### config.mk
export PLATFORM = sky130hd
export DESIGN_NAME = core_ldst_single_ctrl_flat
export DESIGN_NICKNAME = d
export VERILOG_FILES = /design/src/rtl/core_ldst_single_ctrl_if.sv /design/src/rtl/core_ldst_single_ctrl.sv /design/src/flat_wrapper.sv
export SDC_FILE = /design/constraint.sdc
export NUM_CORES = 1
export LEC_CHECK = 0
export ABC_AREA = 1
export BUFFER_PORTS_ARGS = -buffer_cell sky130_fd_sc_hd__clkbuf_2
export CORE_ASPECT_RATIO = 1.5
export CORE_MARGIN = 4
export CORE_UTILIZATION = 35
export CTS_BUF_LIST = sky130_fd_sc_hd__clkbuf_8
export CTS_CLUSTER_DIAMETER = 100
export DETAILED_ROUTE_END_ITERATION = 8
export PLACE_DENSITY = 0.55
export REMOVE_ABC_BUFFERS = 1
export SYNTH_ARGS = -nofsm -noshare
export SYNTH_HDL_FRONTEND = slang
export SYNTH_SLANG_ARGS = --single-unit
### constraint.sdc
create_clock -name clk -period 2.65 [get_ports clk]
set_input_delay 0.3975 -clock clk [delete_from_list [all_inputs] [get_ports clk]]
set_output_delay 0.3975 -clock clk [all_outputs]
set_load 0.03 [all_outputs]
### src/rtl/core_ldst_single_ctrl_if.sv
// ============================================================================
//  Module      : core_ldst_single_ctrl_if
//  Description : Data-bus interface between the load/store sequencer and memory.
//  Revision    : 1.0 - initial release
// ============================================================================
`default_nettype none

interface core_ldst_single_ctrl_if;
    logic        bus_start;
    logic [29:0] bus_addr;
    logic        bus_write;
    logic [31:0] bus_data_wr;
    logic [3:0]  bus_byteenable;
    logic        bus_user;
    logic        bus_ready;
    logic        bus_fault;
    logic [31:0] bus_data_rd;

    modport master (
        output bus_start, bus_addr, bus_write, bus_data_wr, bus_byteenable, bus_user,
        input  bus_ready, bus_fault, bus_data_rd
    );

    modport slave (
        input  bus_start, bus_addr, bus_write, bus_data_wr, bus_byteenable, bus_user,
        output bus_ready, bus_fault, bus_data_rd
    );
endinterface

`default_nettype wire

### src/rtl/core_ldst_single_ctrl.sv
// ============================================================================
//  Module      : core_ldst_single_ctrl
//  Description : Single-register LDR/STR/LDRB/STRB sequencer: one bus access,
//                then base and Rd writebacks through one register-file port.
//  Revision    : 1.0 - initial release
// ============================================================================
`default_nettype none

module core_ldst_single_ctrl (
    input  logic                           clk,
    input  logic                           rst,
    input  logic                           start,
    input  logic                           load,
    // "byte" is a reserved word in SystemVerilog
    input  logic                           byte_access,
    input  logic                           increment,
    input  logic                           pre_indexed,
    input  logic                           writeback,
    input  logic                           unprivileged,
    input  logic [3:0]                     rn,
    input  logic [3:0]                     rd,
    input  logic [31:0]                    base,
    input  logic [31:0]                    offset,
    input  logic [31:0]                    st_data,
    output logic                           busy,
    output logic                           done,
    output logic                           abort,
    core_ldst_single_ctrl_if.master        bus,
    output logic                           wr_enable,
    output logic [3:0]                     wr_index,
    output logic [31:0]                    wr_value
);

    typedef enum logic [2:0] {
        S_IDLE    = 3'd0,
        S_REQ     = 3'd1,
        S_WAIT    = 3'd2,
        S_WB_BASE = 3'd3,
        S_WB_RD   = 3'd4,
        S_DONE    = 3'd5
    } state_t;

    state_t      r_state;
    state_t      w_state_next;

    logic        r_load;
    logic        r_byte;
    logic        r_writeback;
    logic        r_user;
    logic [3:0]  r_rn;
    logic [3:0]  r_rd;
    logic [31:0] r_new_base;
    logic [31:0] r_addr;
    logic [31:0] r_st_data;
    logic [31:0] r_rdata;
    logic        r_fault;

    logic [31:0] w_new_base;
    logic        w_bus_active;
    logic [31:0] w_load_data;

    assign w_new_base = increment ? (base + offset) : (base - offset);

    always_ff @(posedge clk) begin
        if (rst) begin
            r_state     <= S_IDLE;
            r_load      <= 1'b0;
            r_byte      <= 1'b0;
            r_writeback <= 1'b0;
            r_user      <= 1'b0;
            r_rn        <= 4'd0;
            r_rd        <= 4'd0;
            r_new_base  <= 32'd0;
            r_addr      <= 32'd0;
            r_st_data   <= 32'd0;
            r_rdata     <= 32'd0;
            r_fault     <= 1'b0;
        end else begin
            r_state <= w_state_next;
            if (r_state == S_IDLE && start) begin
                r_load      <= load;
                r_byte      <= byte_access;
                r_writeback <= writeback;
                r_user      <= unprivileged;
                r_rn        <= rn;
                r_rd        <= rd;
                r_new_base  <= w_new_base;
                r_addr      <= pre_indexed ? w_new_base : base;
                r_st_data   <= st_data;
                r_fault     <= 1'b0;
            end
            if (r_state == S_WAIT && bus.bus_ready) begin
                r_rdata <= bus.bus_data_rd;
                r_fault <= bus.bus_fault;
            end
        end
    end

    // Word loads rotate unaligned data right by the byte offset (ARMv4 behaviour)
    always_comb begin
        w_load_data = 32'd0;
        if (r_byte) begin
            w_load_data = {24'd0, r_rdata[{r_addr[1:0], 3'b000} +: 8]};
        end else begin
            case (r_addr[1:0])
                2'd0:    w_load_data = r_rdata;
                2'd1:    w_load_data = {r_rdata[7:0],  r_rdata[31:8]};
                2'd2:    w_load_data = {r_rdata[15:0], r_rdata[31:16]};
                default: w_load_data = {r_rdata[23:0], r_rdata[31:24]};
            endcase
        end
    end

    always_comb begin
        w_state_next = r_state;
        wr_enable    = 1'b0;
        wr_index     = 4'd0;
        wr_value     = 32'd0;
        case (r_state)
            S_IDLE: begin
                if (start) begin
                    w_state_next = S_REQ;
                end
            end
            S_REQ: begin
                w_state_next = S_WAIT;
            end
            S_WAIT: begin
                if (bus.bus_ready) begin
                    if (bus.bus_fault) begin
                        w_state_next = S_DONE;
                    end else if (r_writeback) begin
                        w_state_next = S_WB_BASE;
                    end else if (r_load) begin
                        w_state_next = S_WB_RD;
                    end else begin
                        w_state_next = S_DONE;
                    end
                end
            end
            S_WB_BASE: begin
                wr_enable    = 1'b1;
                wr_index     = r_rn;
                wr_value     = r_new_base;
                w_state_next = r_load ? S_WB_RD : S_DONE;
            end
            S_WB_RD: begin
                wr_enable    = 1'b1;
                wr_index     = r_rd;
                wr_value     = w_load_data;
                w_state_next = S_DONE;
            end
            S_DONE: begin
                w_state_next = S_IDLE;
            end
            default: begin
                w_state_next = S_IDLE;
            end
        endcase
    end

    assign busy  = (r_state != S_IDLE);
    assign done  = (r_state == S_DONE);
    assign abort = (r_state == S_DONE) && r_fault;

    assign w_bus_active       = (r_state == S_REQ) || (r_state == S_WAIT);
    assign bus.bus_start      = (r_state == S_REQ);
    assign bus.bus_addr       = w_bus_active ? r_addr[31:2] : 30'd0;
    assign bus.bus_write      = w_bus_active && !r_load;
    assign bus.bus_user       = w_bus_active && r_user;
    assign bus.bus_byteenable = !w_bus_active ? 4'b0000 :
                                r_byte ? (4'b0001 << r_addr[1:0]) : 4'b1111;
    assign bus.bus_data_wr    = !w_bus_active ? 32'd0 :
                                r_byte ? {4{r_st_data[7:0]}} : r_st_data;

endmodule

`default_nettype wire

### src/flat_wrapper.sv
// flat-port wrapper written by rule: the top's interface ports become plain ports
module core_ldst_single_ctrl_flat 
  (clk, rst, start, load, byte_access, increment, pre_indexed, writeback, unprivileged, rn, rd, base, offset, st_data, busy, done, abort, wr_enable, wr_index, wr_value, bus_bus_start, bus_bus_addr, bus_bus_write, bus_bus_data_wr, bus_bus_byteenable, bus_bus_user, bus_bus_ready, bus_bus_fault, bus_bus_data_rd);
  core_ldst_single_ctrl_if bus_i ();
  input  logic clk;
  input  logic rst;
  input  logic start;
  input  logic load;
  input  logic byte_access;
  input  logic increment;
  input  logic pre_indexed;
  input  logic writeback;
  input  logic unprivileged;
  input  logic [3:0] rn;
  input  logic [3:0] rd;
  input  logic [31:0] base;
  input  logic [31:0] offset;
  input  logic [31:0] st_data;
  output logic busy;
  output logic done;
  output logic abort;
  output logic wr_enable;
  output logic [3:0] wr_index;
  output logic [31:0] wr_value;
  output wire logic [$bits(bus_i.bus_start)-1:0] bus_bus_start;
  output wire logic [$bits(bus_i.bus_addr)-1:0] bus_bus_addr;
  output wire logic [$bits(bus_i.bus_write)-1:0] bus_bus_write;
  output wire logic [$bits(bus_i.bus_data_wr)-1:0] bus_bus_data_wr;
  output wire logic [$bits(bus_i.bus_byteenable)-1:0] bus_bus_byteenable;
  output wire logic [$bits(bus_i.bus_user)-1:0] bus_bus_user;
  input wire logic [$bits(bus_i.bus_ready)-1:0] bus_bus_ready;
  input wire logic [$bits(bus_i.bus_fault)-1:0] bus_bus_fault;
  input wire logic [$bits(bus_i.bus_data_rd)-1:0] bus_bus_data_rd;
  assign bus_bus_start = bus_i.bus_start;
  assign bus_bus_addr = bus_i.bus_addr;
  assign bus_bus_write = bus_i.bus_write;
  assign bus_bus_data_wr = bus_i.bus_data_wr;
  assign bus_bus_byteenable = bus_i.bus_byteenable;
  assign bus_bus_user = bus_i.bus_user;
  assign bus_i.bus_ready = bus_bus_ready;
  assign bus_i.bus_fault = bus_bus_fault;
  assign bus_i.bus_data_rd = bus_bus_data_rd;
  core_ldst_single_ctrl u_core (.clk(clk), .rst(rst), .start(start), .load(load), .byte_access(byte_access), .increment(increment), .pre_indexed(pre_indexed), .writeback(writeback), .unprivileged(unprivileged), .rn(rn), .rd(rd), .base(base), .offset(offset), .st_data(st_data), .busy(busy), .done(done), .abort(abort), .bus(bus_i), .wr_enable(wr_enable), .wr_index(wr_index), .wr_value(wr_value));
endmodule
==> results.sh, run 1 <==
export IMPL_clkTransAtPathRegs_ps=90
export IMPL_wl_met3_um=1880
export IMPL_fin_area_mm2=0.0150
export IMPL_path_class="input port to register"
export IMPL_cts_buffers_inserted=17
export IMPL_regToRegSetupSlack_ps=820
export IMPL_grt_max_degree=178
export IMPL_yosysWarnings=0
export IMPL_drtIter0Drc=647
export IMPL_rsz0062_at_grt="yes"
export IMPL_timing_rr_end="u_core.r_addr[8]"
export IMPL_finalWorstSetupSlack_ps=-35.0
export IMPL_post_route_period_util_pct=101
export IMPL_tightest_slew_ps=752
export IMPL_worstHoldPathType="input port to register"
export IMPL_coreArea_mm2=0.0303
export IMPL_dpl_hpwl_um=31800
export IMPL_dieWidth_um=151
export IMPL_drive_gt1_share_pct=34.9
export IMPL_synth_edf_count=0
export IMPL_h_tree_depth=4
export IMPL_grt_usage_pct=24.0
export IMPL_nNetsFinal=2303
export IMPL_cts_tree="yes"
export IMPL_start_util_pct=35.5
export IMPL_netlist_area_mm2=0.0107
export IMPL_ys_flop_type="dfxtp_1"
export IMPL_viasPerCell=4.93
export IMPL_fin_hold_ws_ps=145
export IMPL_power_density_mw_per_mm2=570
export IMPL_post_dp_cell_area_mm2=0.0133
export IMPL_syn2layout_area_growth_pct=39.5
export IMPL_yosysSeqAreaShare_pct=26.9
export IMPL_nFillCells=3232
export IMPL_fin_skew_ps=10.4
export IMPL_rows=78
export IMPL_cts_path_max_buffers=2
export IMPL_r2r_cells=5
export IMPL_dr_pass1_iters=6
export IMPL_cts_root_buffer="clkbuf_8"
export IMPL_grt_ovfl_total=0
export IMPL_ir_drop_mv=0.300
export IMPL_reg2reg_from="u_core.r_state[2]"
export IMPL_wl_met1_um=16500
export IMPL_finalHoldViolations=0
export IMPL_yosysUniqueCellTypes=47
export IMPL_synthTopCellsByArea="dfxtp_1 (27%), nand2_1 (13%), inv_1 (10%)"
export IMPL_num_vias=12400
export IMPL_dieHeight_um=222
export IMPL_gp_congestion=0.897
export IMPL_tns_ps=-55.6
export IMPL_max_freq_ghz=0.372
export IMPL_synth_cells=1741
export IMPL_cap_violations=0
export IMPL_arrival_ps=3030
export IMPL_ant_nets=0
export IMPL_io_buffers=255
export IMPL_crit_start="offset[0]"
export IMPL_clock_latency_ps=480
export IMPL_cp_data_required_time_ps=2990
export IMPL_drc=0
export IMPL_startpoint_type="input port"
export IMPL_grt_pass1_wl_um=63100
export IMPL_relSlewSlack_pct=49.8
export IMPL_synthArstFlopShare_pct=0
export IMPL_ios=256
export IMPL_crit_fanout=4
export IMPL_grt_pass1_vias=12000
export IMPL_top_layer_used="met4"
export IMPL_ys_seq_elements=144
export IMPL_antenna_found_initial=1
export IMPL_netlist_area_leader_share_pct=26.9
export IMPL_wl_um=41700
export IMPL_period_minus_slack_ps=2680
export IMPL_end_kind="register"
export IMPL_avgSynthCellArea_um2=6.17
export IMPL_yosysTopAreaCell="dfxtp_1"
export IMPL_ctsHoldBuffers=0
export IMPL_routedWlPerCell_um=16.5
export IMPL_finalSetupViolations=4
export IMPL_finalMaxSlewViolations=0
export IMPL_crit_end="u_core.r_addr[26]"
export IMPL_run_status="finished, violations left"
export IMPL_dieArea_mm2=0.0336
export IMPL_cts_sinks=144
export IMPL_p_leak_nw=7.51
export IMPL_route_met2_wl_um=21700
export IMPL_violations="negative setup slack"
[worst max-delay path, cell delays in order]
cell	delay, ps
buf_8	100
inv_6	50
ha_4	140
nand3_4	70
nor2_4	110
nand2_2	70
inv_2	50
nand4_1	150
o21ai_4	270
o21ai_2	110
xor2_2	190
ha_1	340
nand2_2	90
buf_6	130
nor2_4	110
inv_2	50
nor3_2	160
nand2_1	100
nand3_2	110
nand3_1	80
nand2_1	80
a21oi_1	50
[synth_stat cells (5+ instances only)]
| library cell | count |
|---|---|
| nand2_1 | 377 |
| inv_1 | 296 |
| nor2_1 | 176 |
| a21oi_1 | 152 |
| o21ai_0 | 152 |
| dfxtp_1 | 144 |
| nand3_1 | 80 |
| ha_1 | 39 |
| xor2_1 | 37 |
| clkbuf_1 | 36 |
| buf_2 | 31 |
| o211ai_1 | 29 |
| o21ai_1 | 23 |
| nand2_2 | 17 |
| a221oi_1 | 15 |
| o22ai_1 | 14 |
| nor2_2 | 13 |
| o221ai_1 | 12 |
| buf_6 | 8 |
| nor3_1 | 8 |
| xnor2_1 | 7 |
| nor2_4 | 6 |
| buf_1 | 5 |
| inv_2 | 5 |
| nand4_1 | 5 |
| o2111ai_1 | 5 |
| o32ai_1 | 5 |
[what timing repair did]
action | in CTS | in global routing
pin swaps | 41 | 96
gates cloned | 2 | 0
buffers inserted | 13 | 15
resized for setup | 62 | 235
setup endpoints to repair | 102 | 137
[power by group]
| group | internal, W | switching (W) | leakage (nW) |
|---|---|---|---|
| clock | 0.000757 | 0.000869 | 0.190 |
| sequential | 0.00251 | 0.000199 | 1.19 |
| combinational | 0.00151 | 0.00269 | 6.13 |
| total | 0.00478 | 0.00376 | 7.51 |
[flip-flops by register name, indices dropped and copies added, names as in the netlist]
name,count
u_core.r_rdata,32
u_core.r_byte,1
u_core.r_new_base,32
u_core.r_user,1
u_core.r_writeback,1
u_core.r_rn,4
u_core.r_st_data,32
u_core.r_addr,32
u_core.r_rd,4
u_core.r_state,3
u_core.r_fault,1
u_core.r_load,1
[stage by stage]
stage | setup WS [ps] | utilization, % | instances | total power [W]
final | -35.0 | 49.5 | 2527 | 0.00854
after global routing | -209 | 49.5 | 2527 | 0.00911
after CTS | -90.9 | 46.1 | 2511 | 0.00821
after detailed placement | -754 | 43.9 | 2467 | 0.00646
after global placement | -738 | 43.9 | 2467 | 0.00643
after floorplan | -443 | - | 1657 | 0.00494
[cells by family after synthesis]
| logic type | count (synthesis) | synth area share, % |
|---|---|---|
| compound gates | 424 | 22.4 |
| xor+xnor | 44 | 3.59 |
| fa+ha+maj | 40 | 4.73 |
| buf+inv | 389 | 14.7 |
| flops | 144 | 26.9 |
| simple gates | 700 | 27.7 |
[how the worst min path moves through the flow]
stage                               from              endpoint  slack [ps]  cells after the start
floorplan           u_core.r_st_data[10]  u_core.r_st_data[10]         430                      2
global placement    u_core.r_st_data[15]  u_core.r_st_data[15]         430                      2
detailed placement  u_core.r_st_data[15]  u_core.r_st_data[15]         440                      2
CTS                                 load         u_core.r_load         110                      3
global route                        load         u_core.r_load         120                      3
finish                         writeback    u_core.r_writeback         150                      3
[area by class of cell]
cell class / instances / area [um^2] / area share [%]
inverters: 305 / 1170 / 7.83
repair buffers: 438 / 2780 / 18.5
diodes: 1 / 2.50 / 0.0167
clock buffers: 19 / 262 / 1.75
multi-input cells: 1210 / 7300 / 48.7
flip-flops and latches: 144 / 2890 / 19.3
well taps: 400 / 500 / 3.34
clock inverters: 10 / 75.1 / 0.501
[cell usage in the layout (no fill, tap or decap), drive strengths merged, types with 2 or more instances in the layout]
cell      count
nor2        198
and2          4
clkinvlp      3
a221oi       15
clkinv        8
nor4          3
nand3        85
a21o          2
ha           39
dfxtp       144
o21ai       176
o32ai         5
xnor2         7
o31ai         2
o211ai       29
buf         188
o221ai       12
nand2       394
o2111ai       5
a21oi       156
nand4         5
nor3         12
a31oi         3
inv         303
xor2         37
o22ai        14
clkbuf      269
o21bai        3
[per-layer routing]
metal | vias up | track usage, %
met4 | 0 | 9.75
met1 | 5720 | 27.2
li1 | 6329 | -
met3 | 69 | 3.75
met2 | 330 | 43.9
met5 | - | 0
(Power assumes the default switching activity.)
==> run 2: changes to the inputs <==
--- a/config.mk
+++ b/config.mk
@@ -9,11 +9,11 @@
 export BUFFER_PORTS_ARGS = -buffer_cell sky130_fd_sc_hd__clkbuf_2
 export CORE_ASPECT_RATIO = 1.5
 export CORE_MARGIN = 4
-export CORE_UTILIZATION = 35
+export CORE_UTILIZATION = 25
 export CTS_BUF_LIST = sky130_fd_sc_hd__clkbuf_8
 export CTS_CLUSTER_DIAMETER = 100
 export DETAILED_ROUTE_END_ITERATION = 8
-export PLACE_DENSITY = 0.55
+export PLACE_DENSITY = 0.42
 export REMOVE_ABC_BUFFERS = 1
 export SYNTH_ARGS = -nofsm -noshare
 export SYNTH_HDL_FRONTEND = slang
==> constraint.sdc (replaced) <==
create_clock -name clk -period 2.65 [get_ports clk]
set_input_delay 0.265 -clock clk [delete_from_list [all_inputs] [get_ports clk]]
set_output_delay 0.265 -clock clk [all_outputs]
set_load 0.03 [all_outputs]
==> run 2 against run 1 <==
The flow now finishes without violations. Sequential cell count unchanged. Total power up 2.8%. Routed wire length increased by 8.1%. Clock power grew 27%. Non-clock buffer count down 3. Core utilization shrank 14 points. Critical path depth is the same. Combinational power fell by 5%. Clock-buffer cell count rose by 1.
==> results.sh, run 2 (same netlist as run 1, synthesis figures left out) <==
export IMPL_fin_hold_ws_ps=43.9
export IMPL_start_util_pct=25.4
export IMPL_antenna_found_initial=2
export IMPL_period_minus_slack_ps=2580
export IMPL_cts_buffers_inserted=17
export IMPL_path_cells="buf_8, inv_6, ha_4, nand3_4, nor2_4, nand2_2, inv_2, nand4_1, o21ai_4, nand2_2, xor2_2, ha_1, nand2_2, nor2_4, buf_6, nand2_4, nor2_4, nand2_2, nand3_2, nand3_2, nand2_1, a21oi_1"
export IMPL_clkTransAtPathRegs_ps=90
export IMPL_cts_tree="yes"
export IMPL_grt_max_degree=178
export IMPL_grt_usage_pct=19.0
export IMPL_cts_root_buffer="clkbuf_8"
export IMPL_nFillCells=4791
export IMPL_run_status="finished, final reports clean"
export IMPL_final_cell_mix="nand2_1 (339), inv_1 (282), clkbuf_2 (252), nor2_1 (162), buf_4 (153)"
export IMPL_cp_data_required_time_ps=2980
export IMPL_fin_skew_ps=15.0
export IMPL_path_class="input port to register"
export IMPL_syn2layout_area_growth_pct=38.2
export IMPL_max_freq_ghz=0.387
export IMPL_grt_pass1_wl_um=68200
export IMPL_drive_gt1_share_pct=30.2
export IMPL_timing_rr_end="u_core.r_fault"
export IMPL_cts_sinks=144
export IMPL_h_tree_depth=4
export IMPL_critical_path_top_delay_family="simple AND/OR/NAND/NOR gates"
export IMPL_ant_nets=0
export IMPL_arrival_ps=2920
export IMPL_io_buffers=255
export IMPL_tightest_slew_ps=796
export IMPL_relSlewSlack_pct=46.9
export IMPL_regToRegSetupSlack_ps=620
export IMPL_post_route_period_util_pct=97.4
export IMPL_total_power_w=0.00878
export IMPL_grt_pass1_vias=12300
export IMPL_num_vias=12300
export IMPL_worstHoldPathType="input port to register"
export IMPL_clock_latency_ps=480
export IMPL_r2r_cells=8
export IMPL_coreArea_mm2=0.0422
export IMPL_dieHeight_um=262
export IMPL_place_ws_ps=-729
export IMPL_power_density_mw_per_mm2=591
export IMPL_min_to="u_core.r_rdata[20]"
export IMPL_finalSetupViolations=0
export IMPL_multi_input_area_mm2=0.00685
export IMPL_timing_critical_path_mode_cell="nand2_2"
export IMPL_crit_fanout=4
export IMPL_cap_violations=0
export IMPL_wl_um=45000
export IMPL_end_kind="register"
export IMPL_dieArea_mm2=0.0464
export IMPL_rsz0062_at_grt="yes"
export IMPL_p_leak_nw=7.40
export IMPL_crit_start="offset[0]"
export IMPL_nNetsFinal=2299
export IMPL_reg2reg_from="u_core.r_state[1]"
export IMPL_grt_ovfl_total=0
export IMPL_finalWorstSetupSlack_ps=67.6
export IMPL_finalMaxSlewViolations=0
export IMPL_dpl_hpwl_um=34800
export IMPL_rows=92
export IMPL_gp_congestion=0.839
export IMPL_startpoint_type="input port"
export IMPL_dieWidth_um=177
export IMPL_ios=256
export IMPL_viasPerCell=4.58
export IMPL_slowest_delay_ps=360
export IMPL_cp_num_buf_inv=4
export IMPL_ir_drop_mv=0.324
export IMPL_drc=0
export IMPL_finalHoldViolations=0
export IMPL_routedWlPerCell_um=16.7
export IMPL_mostFrequentLayoutCell="nand2_1"
export IMPL_final_seq_area_mm2=0.00289
export IMPL_cts_path_max_buffers=2
export IMPL_drtIter0Drc=535
export IMPL_holdPathStages=3
export IMPL_dr_pass1_iters=5
export IMPL_hp_start="bus_bus_data_rd[20]"
export IMPL_crit_slowest_cell="ha_1"
[run 2: changes by cell type in the layout (fill, tap and decap cells not counted), sizes merged]
cell,change
buf,-18
bufinv,+3
clkbuf,+3
clkinv,-2
clkinvlp,-1
dlygate4sd3,+13
inv,+2
nor2,-1
[run 2: worst max path at each step]
stage                                 end  slack [ps]  cells after the start
floorplan           u_core.r_new_base[19]        -320                      6
global placement    u_core.r_new_base[25]        -700                     24
detailed placement  u_core.r_new_base[25]        -730                     24
CTS                     u_core.r_addr[28]         0.3                     23
global route            u_core.r_addr[26]        -110                     23
finish                  u_core.r_addr[28]          70                     22
[run 2: tightest hold or removal path: cells and delay by family]
| kind | cells | cell delay (ps) |
|---|---|---|
| buffers and inverters | 1 | 80 |
| AOI/OAI and AO/OA | 1 | 60 |
| and+or+nand+nor | 1 | 80 |
[run 2: where the power goes]
group / leakage [nW] / switching [W] / total (W) / internal (W)
combinational: 5.98 / 0.00260 / 0.00400 / 0.00140
clock: 0.227 / 0.000967 / 0.00207 / 0.00111
sequential: 1.19 / 0.000196 / 0.00271 / 0.00251
[run 2: layout make-up]
class | instances | area share [%]
clock buffer | 20 | 1.85
sequential | 144 | 19.5
tap | 564 | 4.76
clock inverter | 12 | 1.23
timing repair buffer | 435 | 18.7
inverter | 305 | 7.82
antenna | 1 | 0.0169
multi-input combinational | 1209 | 46.1
[run 2: per-layer routing]
| layer | vias to the layer above | routed length [um] | global-route usage, % |
|---|---|---|---|
| li1 | 6333 | - | - |
| met1 | 5646 | 17900 | 21.3 |
| met2 | 289 | 24400 | 37.0 |
| met3 | 47 | 1840 | 2.36 |
| met4 | 0 | 922 | 5.57 |
| met5 | - | 0 | 0 |
[run 2: what timing repair did]
item,in CTS,in global routing
gates resized for setup,51,125
hold buffers,13,0
pin swaps,22,60
hold endpoints to repair,13,0
buffers inserted,3,8
setup endpoints to repair,84,126
gates cloned,1,0
[run 2: metrics by stage]
| stage | TNS (ps) | instances | area (um^2) | util, % |
|---|---|---|---|---|
| after floorplan | -17530 | 1657 | 10300 | - |
| after global routing | -834 | 2690 | 14800 | 35.1 |
| after global placement | -22220 | 2633 | 13500 | 32.0 |
| after CTS | 0 | 2682 | 14400 | 34.0 |
| after detailed placement | -23580 | 2633 | 13500 | 32.0 |
| final | 0 | 2690 | 14800 | 35.1 |
==> run 3: changes to the inputs <==
--- a/config.mk
+++ b/config.mk
@@ -15,6 +15,7 @@
 export DETAILED_ROUTE_END_ITERATION = 8
 export PLACE_DENSITY = 0.42
 export REMOVE_ABC_BUFFERS = 1
+export SETUP_SLACK_MARGIN = 0.3
 export SYNTH_ARGS = -nofsm -noshare
 export SYNTH_HDL_FRONTEND = slang
 export SYNTH_SLANG_ARGS = --single-unit
==> run 3 against run 2 <==
First-iteration DRC count is 6.5% lower. Clock skew is 0.74 ps lower. Via count is 1.9% higher. Global-route usage is 0.30 points higher. Critical path type unchanged. Critical endpoint is now u_core.r_new_base[25]. Largest cell class unchanged.
==> results.sh, run 3 (same netlist as run 1, synthesis figures left out) <==
export IMPL_cts_buffers_inserted=17
export IMPL_routedWlPerCell_um=17.0
export IMPL_dieArea_mm2=0.0464
export IMPL_period_minus_slack_ps=2530
export IMPL_place_ws_ps=-729
export IMPL_ir_drop_mv=0.323
export IMPL_finalSetupViolations=0
export IMPL_final_cell_mix="nand2_1 (288), inv_1 (260), clkbuf_2 (215), buf_4 (190), nor2_1 (159)"
export IMPL_startpoint_type="input port"
export IMPL_dieWidth_um=177
export IMPL_coreArea_mm2=0.0422
export IMPL_ios=256
export IMPL_dieHeight_um=262
export IMPL_nNetsFinal=2337
export IMPL_num_vias=12600
export IMPL_path_class="input port to register"
export IMPL_grt_ovfl_total=0
export IMPL_p_leak_nw=7.82
export IMPL_finalWorstSetupSlack_ps=121
export IMPL_rsz0062_at_grt="yes"
export IMPL_max_freq_ghz=0.395
export IMPL_cts_tree="yes"
export IMPL_rows=92
export IMPL_mostFrequentLayoutCell="nand2_1"
export IMPL_cts_path_max_buffers=2
export IMPL_io_buffers=255
export IMPL_instances_no_fill=2728
export IMPL_dpl_hpwl_um=34800
export IMPL_tightest_slew_ps=789
export IMPL_crit_fanout=4
export IMPL_cts_root_buffer="clkbuf_8"
export IMPL_syn2layout_area_growth_pct=51.0
export IMPL_finalHoldViolations=0
export IMPL_start_util_pct=25.4
export IMPL_drtIter0Drc=500
export IMPL_run_status="finished, final reports clean"
export IMPL_post_route_period_util_pct=95.4
export IMPL_viasPerCell=4.60
export IMPL_finalMaxSlewViolations=0
export IMPL_gp_congestion=0.839
export IMPL_drive_gt1_share_pct=38.3
export IMPL_fin_skew_ps=14.3
export IMPL_relSlewSlack_pct=47.4
export IMPL_cap_violations=0
export IMPL_grt_pass1_vias=12500
export IMPL_fin_hold_ws_ps=40.8
export IMPL_cts_sinks=144
export IMPL_antenna_found_initial=2
export IMPL_grt_pass1_wl_um=69300
export IMPL_grt_max_degree=178
export IMPL_power_density_mw_per_mm2=581
export IMPL_arrival_ps=2890
export IMPL_wl_um=46300
export IMPL_clock_latency_ps=480
export IMPL_regToRegSetupSlack_ps=740
export IMPL_placed_cells_incl_taps=2633
export IMPL_clkTransAtPathRegs_ps=90
export IMPL_total_power_w=0.00942
export IMPL_cp_data_required_time_ps=3010
export IMPL_grt_usage_pct=19.3
export IMPL_drc=0
export IMPL_dr_pass1_iters=7
export IMPL_worstHoldPathType="input port to register"
export IMPL_ant_nets=0
export IMPL_end_kind="register"
export IMPL_h_tree_depth=4
==> run 3: cell types whose count changed in the layout (fill, tap and decap cells not counted), sizes merged <==
cell / previous run / this run
buf: 170 / 238
clkbuf: 272 / 241
inv: 305 / 302
clkinvlp: 2 / 4
clkinv: 6 / 7
nor2: 197 / 198
==> run 3: layout make-up <==
| type | instances | area (um^2) |
|---|---|---|
| fill | 4669 | 26000 |
| multi-input combinational | 1210 | 7670 |
| timing repair buffer | 472 | 3300 |
| sequential | 144 | 2900 |
| inverter | 305 | 1180 |
| tap | 564 | 706 |
| clock buffer | 20 | 275 |
| clock inverter | 12 | 183 |
| antenna | 1 | 2.50 |
==> run 3: path summary, 6_finish.rpt <==
check / from / endpoint / depth (start not counted)
setup / recovery: offset[0] / u_core.r_new_base[25] / 22
setup reg to reg: u_core.r_state[1] / u_core.r_fault / 8
hold / removal: bus_bus_data_rd[20] / u_core.r_rdata[20] / 3
hold reg to reg: u_core.r_st_data[19] / u_core.r_st_data[19] / 2
==> run 3: where the power goes <==
group,switching [W],internal [W]
Combinational,0.00287,0.00175
Sequential,0.000211,0.00251
Clock,0.000972,0.00111
Total,0.00405,0.00537
==> run 3: repair_timing <==
action                                 CTS  global route
setup endpoints to repair              150           152
cloned                                   2             1
hold buffers                            13             0
resized for setup                      183           321
pin swaps                               75           130
setup buffers                           26            20
endpoints found under the hold margin   13             0
==> run 3: worst max-delay path, stage by stage <==
cell and delay [ps]:
buf_8 100, inv_6 50, ha_4 140, nand3_4 70, nor2_4 100, nand2_2 60, inv_2 60, nand4_1 150
o21ai_4 270, o21ai_2 100, xor2_1 140, buf_4 160, ha_4 290, nand2_4 80, nor2_4 140, inv_2 60
nor3_4 160, nand3_2 130, nand3_2 110, nand3_2 100, o211ai_1 110, inv_1 50
==> run 3: metal layers <==
| layer | GRT usage (%) | vias to the layer above | wire (um) |
|---|---|---|---|
| met1 | 21.5 | 5823 | 18100 |
| met2 | 37.7 | 264 | 25100 |
| met5 | 0 | - | 0 |
| li1 | - | 6411 | - |
| met3 | 2.32 | 56 | 1750 |
| met4 | 5.81 | 0 | 1330 |
==> run 3: stage by stage <==
stage	utilization, %	setup TNS, ps	instance area (um^2)
6_report	38.4	0	16200
5_1_grt	38.4	-188	16200
3_3_place_gp	32.0	-22220	13500
2_1_floorplan	-	-17530	10300
3_5_place_dp	32.0	-23580	13500
4_1_cts	35.5	0	15000
